**config.mk**
```make
export PLATFORM = sky130hd
export DESIGN_NAME = pdp8l_memtiming_gen
export DESIGN_NICKNAME = d
export VERILOG_FILES = /design/src/rtl/pdp8l_memtim_pkg.sv /design/src/rtl/pdp8l_tick_div.sv /design/src/rtl/pdp8l_memtiming_gen.sv
export SDC_FILE = /design/constraint.sdc
export NUM_CORES = 1
export LEC_CHECK = 0
export ABC_AREA = 1
export ABC_CLOCK_PERIOD_IN_PS = 2000
export CAP_MARGIN = 5
export CORE_ASPECT_RATIO = 0.9
export CORE_MARGIN = 1.5
export CORE_UTILIZATION = 54
export DETAILED_ROUTE_END_ITERATION = 12
export GPL_ROUTABILITY_DRIVEN = 1
export PLACE_DENSITY = 0.77
export SLEW_MARGIN = 15
export SYNTH_ARGS = -nofsm -noshare
export SYNTH_HDL_FRONTEND = slang
export SYNTH_SLANG_ARGS = --single-unit
```
**constraint.sdc**
```tcl
create_clock -name CLOCK -period 2 [get_ports CLOCK]
set_input_delay 0.6 -clock CLOCK [delete_from_list [all_inputs] [get_ports CLOCK]]
set_output_delay 0.6 -clock CLOCK [all_outputs]
set_load 0.01 [all_outputs]
```
**src/rtl/pdp8l_memtim_pkg.sv**
```systemverilog
// rtl/pdp8l_memtim_pkg.sv - shared state type, default edge ticks and width helper for the memory timing generator
package pdp8l_memtim_pkg;

  typedef enum logic [1:0] {
    IDLE  = 2'd0,
    RUN   = 2'd1,
    PAUSE = 2'd2
  } memtim_state_t;

  localparam int DEF_TICK_DIV  = 1;
  localparam int DEF_T_RD_ON   = 25;
  localparam int DEF_T_STB_ON  = 50;
  localparam int DEF_T_STB_OFF = 60;
  localparam int DEF_T_CYC_ON  = 75;
  localparam int DEF_T_CYD_OFF = 85;
  localparam int DEF_T_INH_ON  = 95;
  localparam int DEF_T_WR_ON   = 100;
  localparam int DEF_T_CYC_OFF = 115;
  localparam int DEF_T_WR_OFF  = 150;
  localparam int DEF_T_END     = 160;
  localparam int DEF_PAUSE_MAX = 1000;

  // Counters that only ever need one state still get a 1-bit register.
  function automatic int cnt_width(input int n);
    return (n < 2) ? 1 : $clog2(n);
  endfunction

endpackage

```
**src/rtl/pdp8l_tick_div.sv**
```systemverilog
// rtl/pdp8l_tick_div.sv - CSTEP-qualified clock divider emitting one tick pulse every TICK_DIV enabled clocks
module pdp8l_tick_div
  import pdp8l_memtim_pkg::*;
#(
  parameter int TICK_DIV = DEF_TICK_DIV
) (
  input  logic i_clk,
  input  logic i_rst_n,
  input  logic i_cstep,
  input  logic i_clr,
  output logic o_tick
);

  localparam int DW = cnt_width(TICK_DIV);
  localparam logic [DW-1:0] C_LAST = DW'(TICK_DIV - 1);

  logic [DW-1:0] r_div;

  always_ff @(posedge i_clk) begin
    if (!i_rst_n) begin
      r_div <= '0;
    end else if (i_cstep) begin
      if (i_clr || (r_div == C_LAST)) begin
        r_div <= '0;
      end else begin
        r_div <= r_div + 1'b1;
      end
    end
  end

  assign o_tick = i_cstep & (r_div == C_LAST);

endmodule

```
**src/rtl/pdp8l_memtiming_gen.sv**
```systemverilog
// rtl/pdp8l_memtiming_gen.sv - parametrised PDP-8/L core-memory timing generator with RPW pause and watchdog
// Optional build macro MEMTIM_PENDQ_EN adds a one-deep pending start request.
module pdp8l_memtiming_gen
  import pdp8l_memtim_pkg::*;
#(
  parameter int TICK_DIV  = DEF_TICK_DIV,
  parameter int T_RD_ON   = DEF_T_RD_ON,
  parameter int T_STB_ON  = DEF_T_STB_ON,
  parameter int T_STB_OFF = DEF_T_STB_OFF,
  parameter int T_CYC_ON  = DEF_T_CYC_ON,
  parameter int T_CYD_OFF = DEF_T_CYD_OFF,
  parameter int T_INH_ON  = DEF_T_INH_ON,
  parameter int T_WR_ON   = DEF_T_WR_ON,
  parameter int T_CYC_OFF = DEF_T_CYC_OFF,
  parameter int T_WR_OFF  = DEF_T_WR_OFF,
  parameter int T_END     = DEF_T_END,
  parameter int PAUSE_MAX = DEF_PAUSE_MAX
) (
  input  logic CLOCK,
  input  logic RESET_N,
  input  logic CSTEP,
  input  logic memstart,
  input  logic select,
  input  logic rpw,
  input  logic wrgo,
  output logic memenab,
  output logic read,
  output logic strobe,
  output logic lock,
  output logic cycdone,
  output logic cycle,
  output logic inhibit,
  output logic write,
  output logic memdone,
  output logic busy,
  output logic pausing,
  output logic pause_tmo,
  output logic start_pend
);

  localparam int CW = cnt_width(T_END + 1);
  localparam int PW = cnt_width(PAUSE_MAX + 1);

  localparam logic [CW-1:0] C_RD_ON   = CW'(T_RD_ON);
  localparam logic [CW-1:0] C_STB_ON  = CW'(T_STB_ON);
  localparam logic [CW-1:0] C_STB_OFF = CW'(T_STB_OFF);
  localparam logic [CW-1:0] C_CYC_ON  = CW'(T_CYC_ON);
  localparam logic [CW-1:0] C_CYD_OFF = CW'(T_CYD_OFF);
  localparam logic [CW-1:0] C_INH_ON  = CW'(T_INH_ON);
  localparam logic [CW-1:0] C_WR_ON   = CW'(T_WR_ON);
  localparam logic [CW-1:0] C_CYC_OFF = CW'(T_CYC_OFF);
  localparam logic [CW-1:0] C_WR_OFF  = CW'(T_WR_OFF);
  localparam logic [CW-1:0] C_END     = CW'(T_END);
  localparam logic [PW-1:0] C_PMAX    = PW'(PAUSE_MAX);

  if (!(TICK_DIV >= 1 && TICK_DIV <= 255 && PAUSE_MAX >= 1 && T_RD_ON >= 1 &&
        T_RD_ON < T_STB_ON && T_STB_ON < T_CYC_ON && T_CYC_ON < T_WR_ON &&
        T_STB_ON < T_STB_OFF && T_CYC_ON < T_CYD_OFF && T_CYC_ON < T_CYC_OFF &&
        T_INH_ON < T_WR_OFF && T_WR_ON < T_WR_OFF && T_WR_OFF < T_END &&
        T_STB_OFF < T_END && T_CYD_OFF < T_END && T_CYC_OFF < T_END)) begin : g_param_err
    $error("pdp8l_memtiming_gen: illegal timing edge parameters");
  end

  memtim_state_t r_state;
  logic [CW-1:0] r_cnt;
  logic [PW-1:0] r_pcnt;
  logic          r_rpw;
  logic          r_memenab, r_read, r_strobe, r_lock, r_cycdone;
  logic          r_cycle, r_inhibit, r_write, r_memdone;
  logic          r_busy, r_pausing, r_pause_tmo;

  logic          w_tick;
  logic          w_req;
  logic          w_req_go;
  logic          w_req_rpw;
  logic          w_accept;
  logic [PW-1:0] w_pcnt_nxt;

  assign w_req      = memstart & select;
  assign w_accept   = CSTEP & (r_state == IDLE) & w_req_go;
  assign w_pcnt_nxt = r_pcnt + 1'b1;

`ifdef MEMTIM_PENDQ_EN
  logic r_pend;
  logic r_pend_rpw;

  // A request arriving while busy is parked and replayed on the first idle clock.
  always_ff @(posedge CLOCK) begin
    if (!RESET_N) begin
      r_pend     <= 1'b0;
      r_pend_rpw <= 1'b0;
    end else if (CSTEP) begin
      if (w_accept) begin
        r_pend <= 1'b0;
      end else if ((r_state != IDLE) && w_req && !r_pend) begin
        r_pend     <= 1'b1;
        r_pend_rpw <= rpw;
      end
    end
  end

  assign w_req_go   = w_req | r_pend;
  assign w_req_rpw  = r_pend ? r_pend_rpw : rpw;
  assign start_pend = r_pend;
`else
  assign w_req_go   = w_req;
  assign w_req_rpw  = rpw;
  assign start_pend = 1'b0;
`endif

  pdp8l_tick_div #(
    .TICK_DIV(TICK_DIV)
  ) u_tick_div (
    .i_clk  (CLOCK),
    .i_rst_n(RESET_N),
    .i_cstep(CSTEP),
    .i_clr  (w_accept),
    .o_tick (w_tick)
  );

  always_ff @(posedge CLOCK) begin
    if (!RESET_N) begin
      r_state     <= IDLE;
      r_cnt       <= '0;
      r_pcnt      <= '0;
      r_rpw       <= 1'b0;
      r_memenab   <= 1'b0;
      r_read      <= 1'b0;
      r_strobe    <= 1'b0;
      r_lock      <= 1'b0;
      r_cycdone   <= 1'b0;
      r_cycle     <= 1'b0;
      r_inhibit   <= 1'b0;
      r_write     <= 1'b0;
      r_memdone   <= 1'b0;
      r_busy      <= 1'b0;
      r_pausing   <= 1'b0;
      r_pause_tmo <= 1'b0;
    end else if (CSTEP) begin
      case (r_state)
        IDLE: begin
          if (w_accept) begin
            r_memenab   <= 1'b1;
            r_busy      <= 1'b1;
            r_cnt       <= CW'(1);
            r_rpw       <= w_req_rpw;
            r_pause_tmo <= 1'b0;
            r_state     <= RUN;
          end
        end
        RUN: begin
          if (w_tick) begin
            r_cnt <= r_cnt + 1'b1;
            if (r_cnt == C_RD_ON) begin
              r_read <= 1'b1;
              r_lock <= 1'b1;
            end
            if (r_cnt == C_STB_ON)  r_strobe <= 1'b1;
            if (r_cnt == C_STB_OFF) r_strobe <= 1'b0;
            if (r_cnt == C_CYC_ON) begin
              r_read    <= 1'b0;
              r_cycdone <= 1'b1;
              r_cycle   <= 1'b1;
              // Read-pause-write: hold here with cnt parked one past the pause point.
              if (r_rpw) begin
                r_state   <= PAUSE;
                r_pausing <= 1'b1;
                r_pcnt    <= '0;
              end
            end
            if (r_cnt == C_CYD_OFF) r_cycdone <= 1'b0;
            if (r_cnt == C_INH_ON)  r_inhibit <= 1'b1;
            if (r_cnt == C_WR_ON) begin
              r_lock  <= 1'b0;
              r_write <= 1'b1;
            end
            if (r_cnt == C_CYC_OFF) r_cycle <= 1'b0;
            if (r_cnt == C_WR_OFF) begin
              r_inhibit <= 1'b0;
              r_write   <= 1'b0;
              r_memdone <= 1'b1;
            end
            if (r_cnt == C_END) begin
              r_memdone <= 1'b0;
              r_memenab <= 1'b0;
              r_busy    <= 1'b0;
              r_state   <= IDLE;
            end
          end
        end
        PAUSE: begin
          if (w_tick) begin
            if (wrgo) begin
              r_state   <= RUN;
              r_pausing <= 1'b0;
              r_pcnt    <= '0;
            end else if (w_pcnt_nxt == C_PMAX) begin
              r_state     <= RUN;
              r_pausing   <= 1'b0;
              r_pcnt      <= '0;
              r_pause_tmo <= 1'b1;
            end else begin
              r_pcnt <= w_pcnt_nxt;
            end
          end
        end
        default: r_state <= IDLE;
      endcase
    end
  end

  assign memenab   = r_memenab;
  assign read      = r_read;
  assign strobe    = r_strobe;
  assign lock      = r_lock;
  assign cycdone   = r_cycdone;
  assign cycle     = r_cycle;
  assign inhibit   = r_inhibit;
  assign write     = r_write;
  assign memdone   = r_memdone;
  assign busy      = r_busy;
  assign pausing   = r_pausing;
  assign pause_tmo = r_pause_tmo;

endmodule
```
==> results.py <==
metrics = {
    "sta": {
        "max_freq_mhz": 544,
        "fin_crit_sh_pct": 92.0,
        "maxSlewViolCount": 0,
        "fin_ws_ns": 0.161,
        "fin_skew_ns": 0.00337,
        "finalHoldViolCount": 0,
        "fin_setup_tns_ns": 0,
        "hold_ws_ns": 0.458,
        "setup_viol": 0,
        "rsz0062_at_grt": "no",
        "period_needed_ns": 1.84,
    },
    "synthesis": {
        "synthMuxAreaShare_pct": 0.541,
        "synth_edf_count": 0,
        "synth_top_family_by_area": "simple AND/OR/NAND/NOR gates",
        "synth_area_um2": 1850,
        "synth_flop_cell": "dfxtp_1",
        "ys_types": 36,
        "syn_inst": 271,
        "yosysTopAreaCell": "dfxtp_1",
        "synth-async-reset-ratio_pct": 0,
        "yosysMostFrequentCell": "nand2_1",
        "yosys.area_share.simple_pct": 37.4,
        "synth_top_area_share_pct": 35.7,
        "yosys.area_share.adder_pct": 3.38,
        "yosysSeqAreaShare_pct": 35.7,
        "synthTopCellsByCount": "nand2_1, nor2_1, dfxtp_1",
        "synth_compound_area_share_pct": 11.1,
        "synth-xor-area-share_pct": 1.89,
        "syn_nets": 283,
        "yosys_warnings": 0,
        "ys_ff_latch": 33,
        "synth.area.top_cells": "dfxtp_1, nand2_1, nor2_1, inv_1, o21ai_0",
        "avgSynthCellArea_um2": 6.83,
    },
    "finish": {
        "seqCellArea_um2": 661,
        "multi_input_area_um2": 1010,
        "fill_cells": 276,
        "layout.nets": 321,
        "n_antenna_cell": 0,
        "final_cells": 352,
        "syn_to_final_growth_pct": 23.4,
        "postLayoutCoreUtil_pct": 72.3,
        "drive_above_1_share_pct": 17.7,
    },
    "cts": {
        "htreeDepth": 2,
        "cts.clk_slew.worst_paths_ns": 0.07,
        "cts_num_sinks": 33,
        "clock_latency_ns": 0.29,
        "clock_path_buffers": 2,
        "root_buffer": "clkbuf_8",
        "cts_tree": "done",
        "cts_buffers": 5,
    },
    "placed_design": {
        "port_buffers": 18,
        "globalplace.congestion": 0.854,
        "pre_cts_slack_ns": -0.276,
        "place_inst": 344,
        "dp_hpwl_um": 3070,
    },
    "global_route": {
        "grt-ovfl-total": 0,
        "grt_pass1_wl_um": 6890,
        "grt_pass1_vias": 1584,
        "grt_max_degree": 14,
        "grtUsageTotal_pct": 23.8,
        "antenna_found_initial": 0,
    },
    "worst_setup_path": {
        "path_cells": "clkdlybuf4s50_1 -> and3_1 -> nand2_1 -> nand2_1 -> nand3_1 -> a21oi_1 -> nand3_1 -> nand2_1 -> nor2_1",
        "path_common_cell": "nand2_1",
        "crit_path_max_incr_delay_ns": 0.45,
        "rrSetupSlack_ns": 0.23,
        "crit_arrival_ns": 2.02,
        "ff2ff_path_depth": 12,
        "worstReg2RegStart": "r_pcnt[0]$_SDFFE_PN0P_",
        "worstSetupPathType": "in -> reg",
        "critical_path.max_fanout": 4,
        "reg2reg_to": "r_pcnt[2]$_SDFFE_PN0P_",
        "cp.required_ns": 2.18,
        "start_kind": "primary input",
        "cp_slowest_cell": "clkdlybuf4s50_1",
        "cp-end-kind": "flop",
    },
    "route": {
        "via_per_inst": 5.13,
        "drt_iter0_markers": 123,
        "drc": 0,
        "finalWirelength_um": 4100,
        "dr.pass1.iters": 4,
        "vias": 1805,
        "wl_per_cell_um": 11.6,
        "final_antenna_net_count": 0,
    },
    "power_and_ir_drop": {
        "power_density_nw_per_um2": 836,
        "p_leak_nw": 1.01,
        "ir_drop_v": 0.000555,
    },
    "hold_path": {
        "hold_end": "write$_SDFFE_PN0P_",
        "holdPathStages": 2,
        "hp-start": "write$_SDFFE_PN0P_",
        "hp-class": "reg -> reg",
    },
    "floorplan": {
        "rows": 19,
        "io_pins": 20,
        "dieWidth_um": 64.7,
        "placeableCoreArea_um2": 3160,
        "die_y_um": 58.6,
        "initial_core_util_pct": 58.6,
        "dieArea_um2": 3790,
    },
    "run_status": {
        "status": "finished, final reports clean",
    },
    "job": {
        "max-cap-violations": 0,
    },
}
## worst max-delay path by stage
stage / start / endpoint
2_1_floorplan: CSTEP / r_pcnt[2]$_SDFFE_PN0P_
3_3_place_gp: CSTEP / r_pcnt[0]$_SDFFE_PN0P_
3_5_place_dp: CSTEP / r_pcnt[0]$_SDFFE_PN0P_
4_1_cts: memstart / r_state[0]$_SDFFE_PN0P_
5_1_grt: memstart / r_state[1]$_SDFFE_PN0P_
6_report: memstart / r_state[0]$_SDFFE_PN0P_
## through the flow
| stage | area (um^2) | total power [mW] |
|---|---|---|
| 2_1_floorplan | 1850 | 1.18 |
| 3_3_place_gp | 2180 | 1.35 |
| 3_5_place_dp | 2180 | 1.36 |
| 4_1_cts | 2280 | 1.91 |
| 5_1_grt | 2280 | 2.03 |
| 6_report | 2280 | 1.91 |
## flip-flops by register name, summed over array words and instances (netlist names)
| register | count |
|---|---|
| read | 1 |
| lock | 1 |
| pausing | 1 |
| pause_tmo | 1 |
| cycdone | 1 |
| r_state | 2 |
| write | 1 |
| busy | 1 |
| r_rpw | 1 |
| r_pcnt | 10 |
| u_tick_div.r_div | 1 |
| r_cnt | 8 |
| inhibit | 1 |
| strobe | 1 |
| cycle | 1 |
| memdone | 1 |
## power by group
group          internal [mW]  switching [mW]
registers              0.729          0.0799
clock network          0.311           0.243
logic                  0.237           0.310
## layer usage
layer	up-vias	track usage [%]	wire length, um
li1	946	-	-
met3	8	5.16	248
met4	0	8.51	58
met2	52	38.0	1760
met1	799	32.0	2030
met5	-	0	0
## logic make-up after synthesis
kind of cell             after synthesis
AND/OR/NAND/NOR                      148
flip-flops                            33
multiplexers                           1
XOR/XNOR                               4
buffers and inverters                 44
AO/OA/AOI/OAI                         35
other                                  1
adder cells (fa/ha/maj)                5
## cell type report
type,count,area share [%]
Tap cell,42,2.30
Timing Repair Buffer,35,13.4
Sequential cell,33,28.9
Clock inverter,1,0.219
Multi-Input combinational cell,194,44.2
Clock buffer,7,4.22
Inverter,40,6.68
## worst max-delay path: cells and delay by family
family                 cells  cell delay (ns)
buffers and inverters      1             0.45
AO/OA/AOI/OAI              1             0.26
AND/OR/NAND/NOR            7             0.70
## placed cells by master (no fill, tap or decap), drive strengths merged
cell type and instances:
dfxtp 33, o221ai 1, o211a 1, mux2i 1, a311oi 1, o2111ai 1, clkbuf 7, nand2 59
clkdlybuf4s50 17, a31oi 2, nor4 1, ha 5, or2 2, nor3b 1, nand3 16, inv 40
xor2 2, a21oi 12, xnor2 2, conb 1, o21ai 16, and3 2, a41oi 1, nor3 10
clkinv 1, dlygate4sd2 1, nor2 53, buf 17, nand4 4
## timing repair
item | in CTS | in global routing
pin swaps | 1 | 0
setup endpoints to repair | 9 | 10
buffers inserted | 0 | 0
resized for setup | 1 | 1
hold endpoints to repair | 0 | 0
hold buffers | 0 | 0
Power figures use the tool's default switching activity.
